**config.mk**
```make
export PLATFORM = sky130hd
export DESIGN_NAME = reglist_encoder
export DESIGN_NICKNAME = d
export VERILOG_FILES = /design/src/rtl/reglist_encoder_pkg.sv /design/src/rtl/reglist_encoder_priority_enc16.sv /design/src/rtl/reglist_encoder.sv
export SDC_FILE = /design/constraint.sdc
export NUM_CORES = 1
export LEC_CHECK = 0
export ABC_AREA = 1
export CAP_MARGIN = 25
export CORE_ASPECT_RATIO = 1.75
export CORE_MARGIN = 8
export CORE_UTILIZATION = 55
export DETAILED_ROUTE_END_ITERATION = 12
export GPL_ROUTABILITY_DRIVEN = 0
export PLACE_DENSITY = 0.83
export SETUP_SLACK_MARGIN = 0.15
export SLEW_MARGIN = 20
export SYNTH_ARGS = -nofsm -noshare
export SYNTH_HDL_FRONTEND = slang
export SYNTH_SLANG_ARGS = --single-unit
export TNS_END_PERCENT = 20
```
**constraint.sdc**
```tcl
create_clock -name clk -period 8.9 [get_ports clk]
set_input_delay 2.67 -clock clk [delete_from_list [all_inputs] [get_ports clk]]
set_output_delay 2.67 -clock clk [all_outputs]
set_load 0.05 [all_outputs]
```
**src/rtl/reglist_encoder_pkg.sv**
```systemverilog
// Shared types and helpers for the register-list encoder.
// State encoding, fixed widths and the list popcount.
package reglist_encoder_pkg;

  localparam int LIST_W = 16;
  localparam int IDX_W  = 4;
  localparam int CNT_W  = 5;

  typedef enum logic [1:0] {
    IDLE  = 2'b00,
    ISSUE = 2'b01,
    DONE  = 2'b10
  } state_t;

  function automatic logic [CNT_W-1:0] popcount16(
    input logic [LIST_W-1:0] v
  );
    logic [CNT_W-1:0] c;
    c = '0;
    for (int i = 0; i < LIST_W; i++) begin
      c = c + CNT_W'(v[i]);
    end
    return c;
  endfunction

endpackage

```
**src/rtl/reglist_encoder_priority_enc16.sv**
```systemverilog
// 16-to-4 priority encoder, lowest-first (dir=1) or highest-first.
// An empty mask encodes to index 0.
module priority_enc16
  import reglist_encoder_pkg::*;
(
  input  logic [LIST_W-1:0] mask,
  input  logic              dir,
  output logic [IDX_W-1:0]  index
);

  always_comb begin
    index = '0;
    if (dir) begin
      // scan downward so the lowest set bit wins
      for (int i = LIST_W - 1; i >= 0; i--) begin
        if (mask[i]) index = IDX_W'(i);
      end
    end else begin
      for (int i = 0; i < LIST_W; i++) begin
        if (mask[i]) index = IDX_W'(i);
      end
    end
  end

endmodule

```
**src/rtl/reglist_encoder.sv**
```systemverilog
// Sequential register-list encoder for load/store multiple.
// Emits set register numbers one per accepted next.
module reglist_encoder
  import reglist_encoder_pkg::*;
(
  input  logic              clk,
  input  logic              reset,
  input  logic              start,
  input  logic [LIST_W-1:0] list,
  input  logic              up,
  input  logic              next,
  output logic              valid,
  output logic [IDX_W-1:0]  R,
  output logic              last,
  output logic [CNT_W-1:0]  count,
  output logic [CNT_W-1:0]  remaining,
  output logic              busy,
  output logic              done
);

  state_t             state, state_n;
  logic [LIST_W-1:0]  mask, mask_n;
  logic               dir, dir_n;
  logic [CNT_W-1:0]   count_n, rem_n;
  logic [CNT_W-1:0]   pc;

  priority_enc16 u_enc (
    .mask  (mask),
    .dir   (dir),
    .index (R)
  );

  assign pc    = popcount16(list);
  assign valid = (state == ISSUE);
  assign last  = valid && (remaining == CNT_W'(1));
  assign busy  = (state != IDLE);
  assign done  = (state == DONE);

  always_ff @(posedge clk) begin
    if (reset) begin
      state     <= IDLE;
      mask      <= '0;
      dir       <= 1'b0;
      count     <= '0;
      remaining <= '0;
    end else begin
      state     <= state_n;
      mask      <= mask_n;
      dir       <= dir_n;
      count     <= count_n;
      remaining <= rem_n;
    end
  end

  always_comb begin
    state_n = state;
    mask_n  = mask;
    dir_n   = dir;
    count_n = count;
    rem_n   = remaining;
    unique case (state)
      IDLE: begin
        if (start) begin
          mask_n  = list;
          dir_n   = up;
          count_n = pc;
          rem_n   = pc;
          state_n = (list != '0) ? ISSUE : DONE;
        end
      end
      ISSUE: begin
        if (next) begin
          mask_n = mask & ~(LIST_W'(1) << R);
          rem_n  = remaining - CNT_W'(1);
          if (last) state_n = DONE;
        end
      end
      DONE: begin
        state_n = IDLE;
      end
      default: begin
        state_n = IDLE;
      end
    endcase
  end

endmodule

```
==> impl_results.md, run 1 <==
* Outcome: completed
* Multi-input logic area at 1408 µm²
* Clock Tree Buf Depth at 2
* Gr usage total at 0.2153
* Post-route setup TNS at 0 ps
* Post-synth EDFFs at 0
* Setup crit start: list[1]
* Worst EP required at 9120 ps
* First-pass GRT wire length at 11060 µm
* Synthesized cell area at 2253 µm²
* Cts bufs inserted at 5
* Synthesis-stage register bit count at 29
* Largest net degree at the start of global routing at 26
* Crit Path Max Fanout at 3
* FF-to-FF setup slack at 6720 ps
* Total leakage power at 1.214 nW
* Wirelength per Cell at 15.64 µm
* Yosys cell types at 36
* Layout cells sized above 1 at 0.08289
* Hold WC Path Type: flop to flop
* CP Data Arrival Time at 6660 ps
* Period utilisation layout at 0.7233
* CP endpoint: remaining[4]
* Mapped Nets at 376
* Ports at 39
* Vias per inst at 5.678
* CTS Hold Bufs at 0
* Fmax at 155.4 MHz
* Nets@finish at 412
* Total gr overflow at 0
* Max Cap Violations at 0
* Critical path capture point type: flop
* H-Tree Depth at 2
* Post-DP HPWL at 5094 µm
* Tightest Pin Transition at 622.5 ps
* # DRC at 0
* Fillers at 361
* Inserted Diodes at 0
* Routed vias at 2402
* Relative slew slack at 0.5845
* Initial antenna violation count at 0
* CTS clk-pin slew, worst paths at 70 ps
* Die H at 100.7 µm
* RSZ-0062 raised after global routing: no
* Area Overhead vs Synth at 22.43%
* Pwr Density at 304.0 nW/µm²
* Cells after Synth at 337
* Vias in the first global route at 2453
* WS Path Type: input port to flop
* # Post-CTS Setup Buffers at 0
* Register area share after synthesis at 0.2576
* Starting Density at 0.5586
* Routed Antenna Nets at 0
* Origin of the critical flop-to-flop path: state[0]
* Capture point of the worst reg-to-reg path: mask[5]
* Synth warnings at 0
* Width of the die at 64.39 µm
* Placed Area at 2643 µm²
* Root buffer cell: clkbuf_8
* FP Rows at 31
* Core box area at 4034 µm²
* Fin area at 2759 µm²
* Cts repair resizes at 0
* Initial DRC count at 109
* Final wirelength at 6614 µm
* Top_reg_cell synth: dfxtp_1
* Asr flop ratio synth at 0
* Max-slew violations at 0
* FF/Latch Area at 580.6 µm²
* Die footprint at 6482 µm²
* Setup violators final at 0
* # port buffers at 38
* Clk sinks at 29
* Clock skew at 6.493 ps
* Reg2Reg Depth at 8
* Crit path launch type: input port
* Fin crit period at 6437 ps
* CTS tree: built
* Clock latency on the worst-skew pair at 290 ps
* Final hold violation count at 0
* Post-Syn Area per Cell at 6.687 µm²
* Drt first pass iters at 4
* Max VDD drop at 0.0002141 V
-- per-stage QoR --
step,worst slack (ps),hold slack (ps),total power (W),utilization,instances
6_report,2463,495.7,0.0008386,0.6839,423
5_1_grt,2233,536.2,0.0008977,0.6839,423
4_1_cts,2482,494.7,0.0008356,0.6839,423
3_5_place_dp,2205,478.3,0.0006850,0.6551,415
3_3_place_gp,2288,472.4,0.0006738,0.6551,415
2_1_floorplan,3061,482.8,0.0005523,-,337
-- metal layers --
| layer | share of wire | routed length, µm | GRT usage |
|---|---|---|---|
| met1 | 0.35 | 2339 | 0.2068 |
| met4 | 0.067 | 440 | 0.1774 |
| met2 | 0.53 | 3516 | 0.3808 |
| met5 | 0 | 0 | 0 |
| met3 | 0.048 | 318 | 0.04232 |
-- power breakdown --
group	internal, W	switching [W]	leakage, nW
sequential	0.000159	0.0000269	0.240
clock	0.0000912	0.0000546	0.0585
combinational	0.000171	0.000337	0.916
-- placed cells by master (no fill, tap or decap), types with 2 or more instances in the layout --
cell type        count
nor3_1               3
nor4_1               3
nand4_1              9
xnor2_1              2
nor2_2               2
a21oi_1             38
fa_1                10
nand2_2              3
ha_1                 8
inv_1               42
xor2_1               3
dfxtp_1             29
a21oi_2              4
inv_2               10
nor2_1              40
clkbuf_8             6
a31oi_1              2
nand3_1             10
nand2_1             68
o21ai_0             28
clkdlybuf4s50_1     38
o31ai_1              2
-- synth_stat cells (3+ instances only) --
cell	n	area, µm²
inv_2	10	37.54
nand3_1	10	50.05
clkbuf_1	5	18.77
nor4_1	3	18.77
ha_1	8	100.1
inv_1	42	157.7
xor2_1	3	26.28
nand4_1	9	56.30
nand2_1	68	255.2
nand2_2	3	18.77
dfxtp_1	29	580.6
nor2_1	40	150.1
o21ai_0	28	140.1
a21oi_2	4	35.03
nor3_1	3	15.01
a21oi_1	38	190.2
fa_1	10	200.2
-- critical path: stages --
cell             delay (ps)
clkdlybuf4s50_1         500
fa_1                    550
inv_1                    60
fa_1                    490
fa_1                    540
fa_1                    420
inv_1                    70
ha_1                    170
inv_1                    60
fa_1                    390
nor2_1                  110
o21ai_0                 170
a21oi_1                 200
o21ai_0                 100
a21oi_1                 150
-- cell type report --
class | instances | share of cell area
clock buffer | 7 | 0.03129
clock inverter | 1 | 0.01088
inverter | 54 | 0.07438
multi-input combinational | 244 | 0.5102
sequential | 29 | 0.2104
tap | 49 | 0.02222
timing repair buffer | 39 | 0.1406
-- registers in the layout (all words and copies together) (netlist names) --
signal	count
remaining	5
state	2
mask	16
dir	1
count	5
-- cells by family after synthesis --
| logic type | Yosys count | synth area share |
|---|---|---|
| and+or+nand+nor | 141 | 0.2710 |
| AOI/OAI and AO/OA | 80 | 0.2010 |
| buffers and inverters | 64 | 0.1177 |
| DFF | 29 | 0.2576 |
| adders and majority gates | 18 | 0.1333 |
| xor gates and xnor gates | 5 | 0.01944 |
-- worst min path at each step --
stage	startpoint	endpoint	slack, ps	cells after the start
after CTS	count[0]	count[0]	490	2
after detailed placement	count[0]	count[0]	480	2
after global placement	count[0]	count[0]	470	2
after floorplan	state[1]	state[1]	480	1
final	count[0]	count[0]	500	2
after global routing	count[0]	count[0]	540	2
No activity file was read; power rests on OpenSTA's default activity.
==> inputs of run 2 (changes only) <==
CORE_UTILIZATION = 48   (was 55)
PLACE_DENSITY = 0.76   (was 0.83)
clock period = 5.47 ns   (was 8.9 ns; I/O delays follow)
==> run 2 against run 1 <==
Compared with the run above:
- clock power grew 38%
- critical path depth shrank 1
- design area up 2.6%
- register-to-register slack worse by 3400 ps
- global-route usage down 2.4 points
- die area up 12%
- core utilization is 6.6 points lower
- largest cell class unchanged
==> impl_results.md, run 2 (synthesized netlist as in run 1, its figures left out) <==
* Outcome: completed
* Final wirelength at 6526 µm
* # DRC at 0
* Post-DP HPWL at 5100 µm
* Tightest Pin Transition at 650.6 ps
* FP Rows at 33
* Max FFs per register at 16
* Seq pwr share at 0.222
* Critical path capture point type: flop
* Nets@finish at 421
* Clk sinks at 29
* CTS tree: built
* Area Overhead vs Synth at 25.60%
* Ordered list of cells on the worst path: clkdlybuf4s50_1 -> inv_1 -> fa_1 -> fa_2 -> fa_2 -> fa_1 -> inv_1 -> ha_2 -> inv_1 -> fa_2 -> xor2_1 -> nand2_1 -> o211ai_1 -> a21oi_1
* # port buffers at 38
* Width of the die at 67.80 µm
* Cts bufs inserted at 5
* Worst EP required at 5630 ps
* Vias in the first global route at 2404
* Vias per inst at 5.451
* Die H at 106.6 µm
* WS Path Type: input port to flop
* Commonest cells after routing, fill and taps aside: 68 x nand2_1, 42 x inv_1, 40 x nor2_1, 38 x a21oi_1, 38 x clkdlybuf4s50_1
* Max-slew violations at 0
* CTS clk-pin slew, worst paths at 70 ps
* Die footprint at 7230 µm²
* Max VDD drop at 0.0003856 V
* Most common cell after layout, fill and taps aside: nand2_1
* Clock Tree Buf Depth at 2
* Drt first pass iters at 4
* Wirelength per Cell at 15.00 µm
* Placed Area at 2714 µm²
* Total gr overflow at 0
* Period utilisation layout at 0.9578
* Initial DRC count at 128
* Sw frac at 0.5011
* Fin area at 2830 µm²
* Gate power share at 0.629
* Regs by FF count: mask x16, count x5, remaining x5
* CP Data Arrival Time at 5400 ps
* Starting Density at 0.4917
* Design Power at 0.001355 W
* Fmax at 190.9 MHz
* Core box area at 4583 µm²
* Cell internal pwr at 0.0006762 W
* Final design utilization at 0.6175
* Max Cap Violations at 0
* Crit Path Max Fanout at 2
* Clock skew at 4.375 ps
* RSZ-0062 raised after global routing: yes
* Total leakage power at 1.251 nW
* First-pass GRT wire length at 10920 µm
* Clock power frac at 0.149
* Fin crit period at 5239 ps
* H-Tree Depth at 2
* Final hold violation count at 0
* Gr usage total at 0.1914
* Max incr delay on CP at 580 ps
* Ports at 39
* Pwr Density at 478.9 nW/µm²
* Routed vias at 2371
* Root buffer cell: clkbuf_8
* Hold WC Path Type: flop to flop
* NetSw at 0.0006792 W
* Relative slew slack at 0.5658
* Biggest register: mask
* Crit path launch type: input port
* CTS Hold Bufs at 0
* Initial antenna violation count at 0
* Largest net degree at the start of global routing at 26
* CP bufs+invs at 4
* Inserted Diodes at 0
* Setup violators final at 0
* Cell family with most CP delay: adder cells
* Routed Antenna Nets at 0
* Slowest CP cell: fa_1
* Clock latency on the worst-skew pair at 280 ps
* Layout cells sized above 1 at 0.1201
[run 2: cell count changes in the layout (fill, tap and decap cells not counted), moves of 2 or more]
cell	before	now
fa_1	10	7
buf_4	1	10
o21ai_1	1	3
fa_2	0	3
o21ai_0	28	26
[run 2: per-layer routing]
layer	up-vias	track usage	wire length, µm
li1	1181	-	-
met1	1098	0.1895	2421
met2	70	0.3479	3560
met3	22	0.04280	269
met4	0	0.1031	274
met5	-	0	0
[run 2: final timing paths]
kind,startpoint,end,slack (ps),depth (start not counted)
min reg2reg,count[0],count[0],500,2
max reg2reg,state[0],mask[3],3360,8
max,list[9],remaining[2],230,14
min,count[0],count[0],500,2
[run 2: repair_timing]
action | in CTS | in global routing
setup buffers | 0 | 0
resized for setup | 0 | 7
endpoints found under the setup margin | 0 | 3
[run 2: final cells by class]
| class | count | area [µm²] |
|---|---|---|
| Clock buffer | 7 | 96.34 |
| Clock inverter | 1 | 5.005 |
| Fill cell | 422 | 1753 |
| Inverter | 54 | 205.2 |
| Multi-Input combinational cell | 244 | 1423 |
| Sequential cell | 29 | 580.6 |
| Tap cell | 52 | 65.06 |
| Timing Repair Buffer | 48 | 455.4 |
[run 2: worst register-to-register path: cells and delay by family, from the launching register on]
kind                   cells  cell delay, ps
buffers and inverters      3             780
AOI/OAI and AO/OA          3             570
DFF                        1             330
and+or+nand+nor            2             300
[run 2: metrics by stage]
stage | hold WS [ps] | cells | worst slack [ps] | setup TNS (ps)
5_1_grt | 537.4 | 435 | 137.7 | 0
2_1_floorplan | 482.8 | 337 | 660.0 | 0
3_3_place_gp | 483.6 | 427 | 0.6457 | 0
6_report | 500.4 | 435 | 231.1 | 0
4_1_cts | 499.2 | 435 | 191.1 | 0
3_5_place_dp | 485.2 | 427 | -97.33 | -195.0
[run 2: power groups by stage]
stage	Clock (W)	Combinational (W)	Sequential [W]
2_1_floorplan	0	0.000530	0.000368
3_3_place_gp	0	0.000826	0.000304
3_5_place_dp	0	0.000836	0.000304
4_1_cts	0.000205	0.000839	0.000300
5_1_grt	0.000212	0.000934	0.000309
6_report	0.000202	0.000853	0.000301
==> inputs of run 3 (changes only) <==
CTS_CLUSTER_SIZE = 8   (was default)
==> results of run 3 <==
Final layout, timing and power as in run 2 (identical DEF).
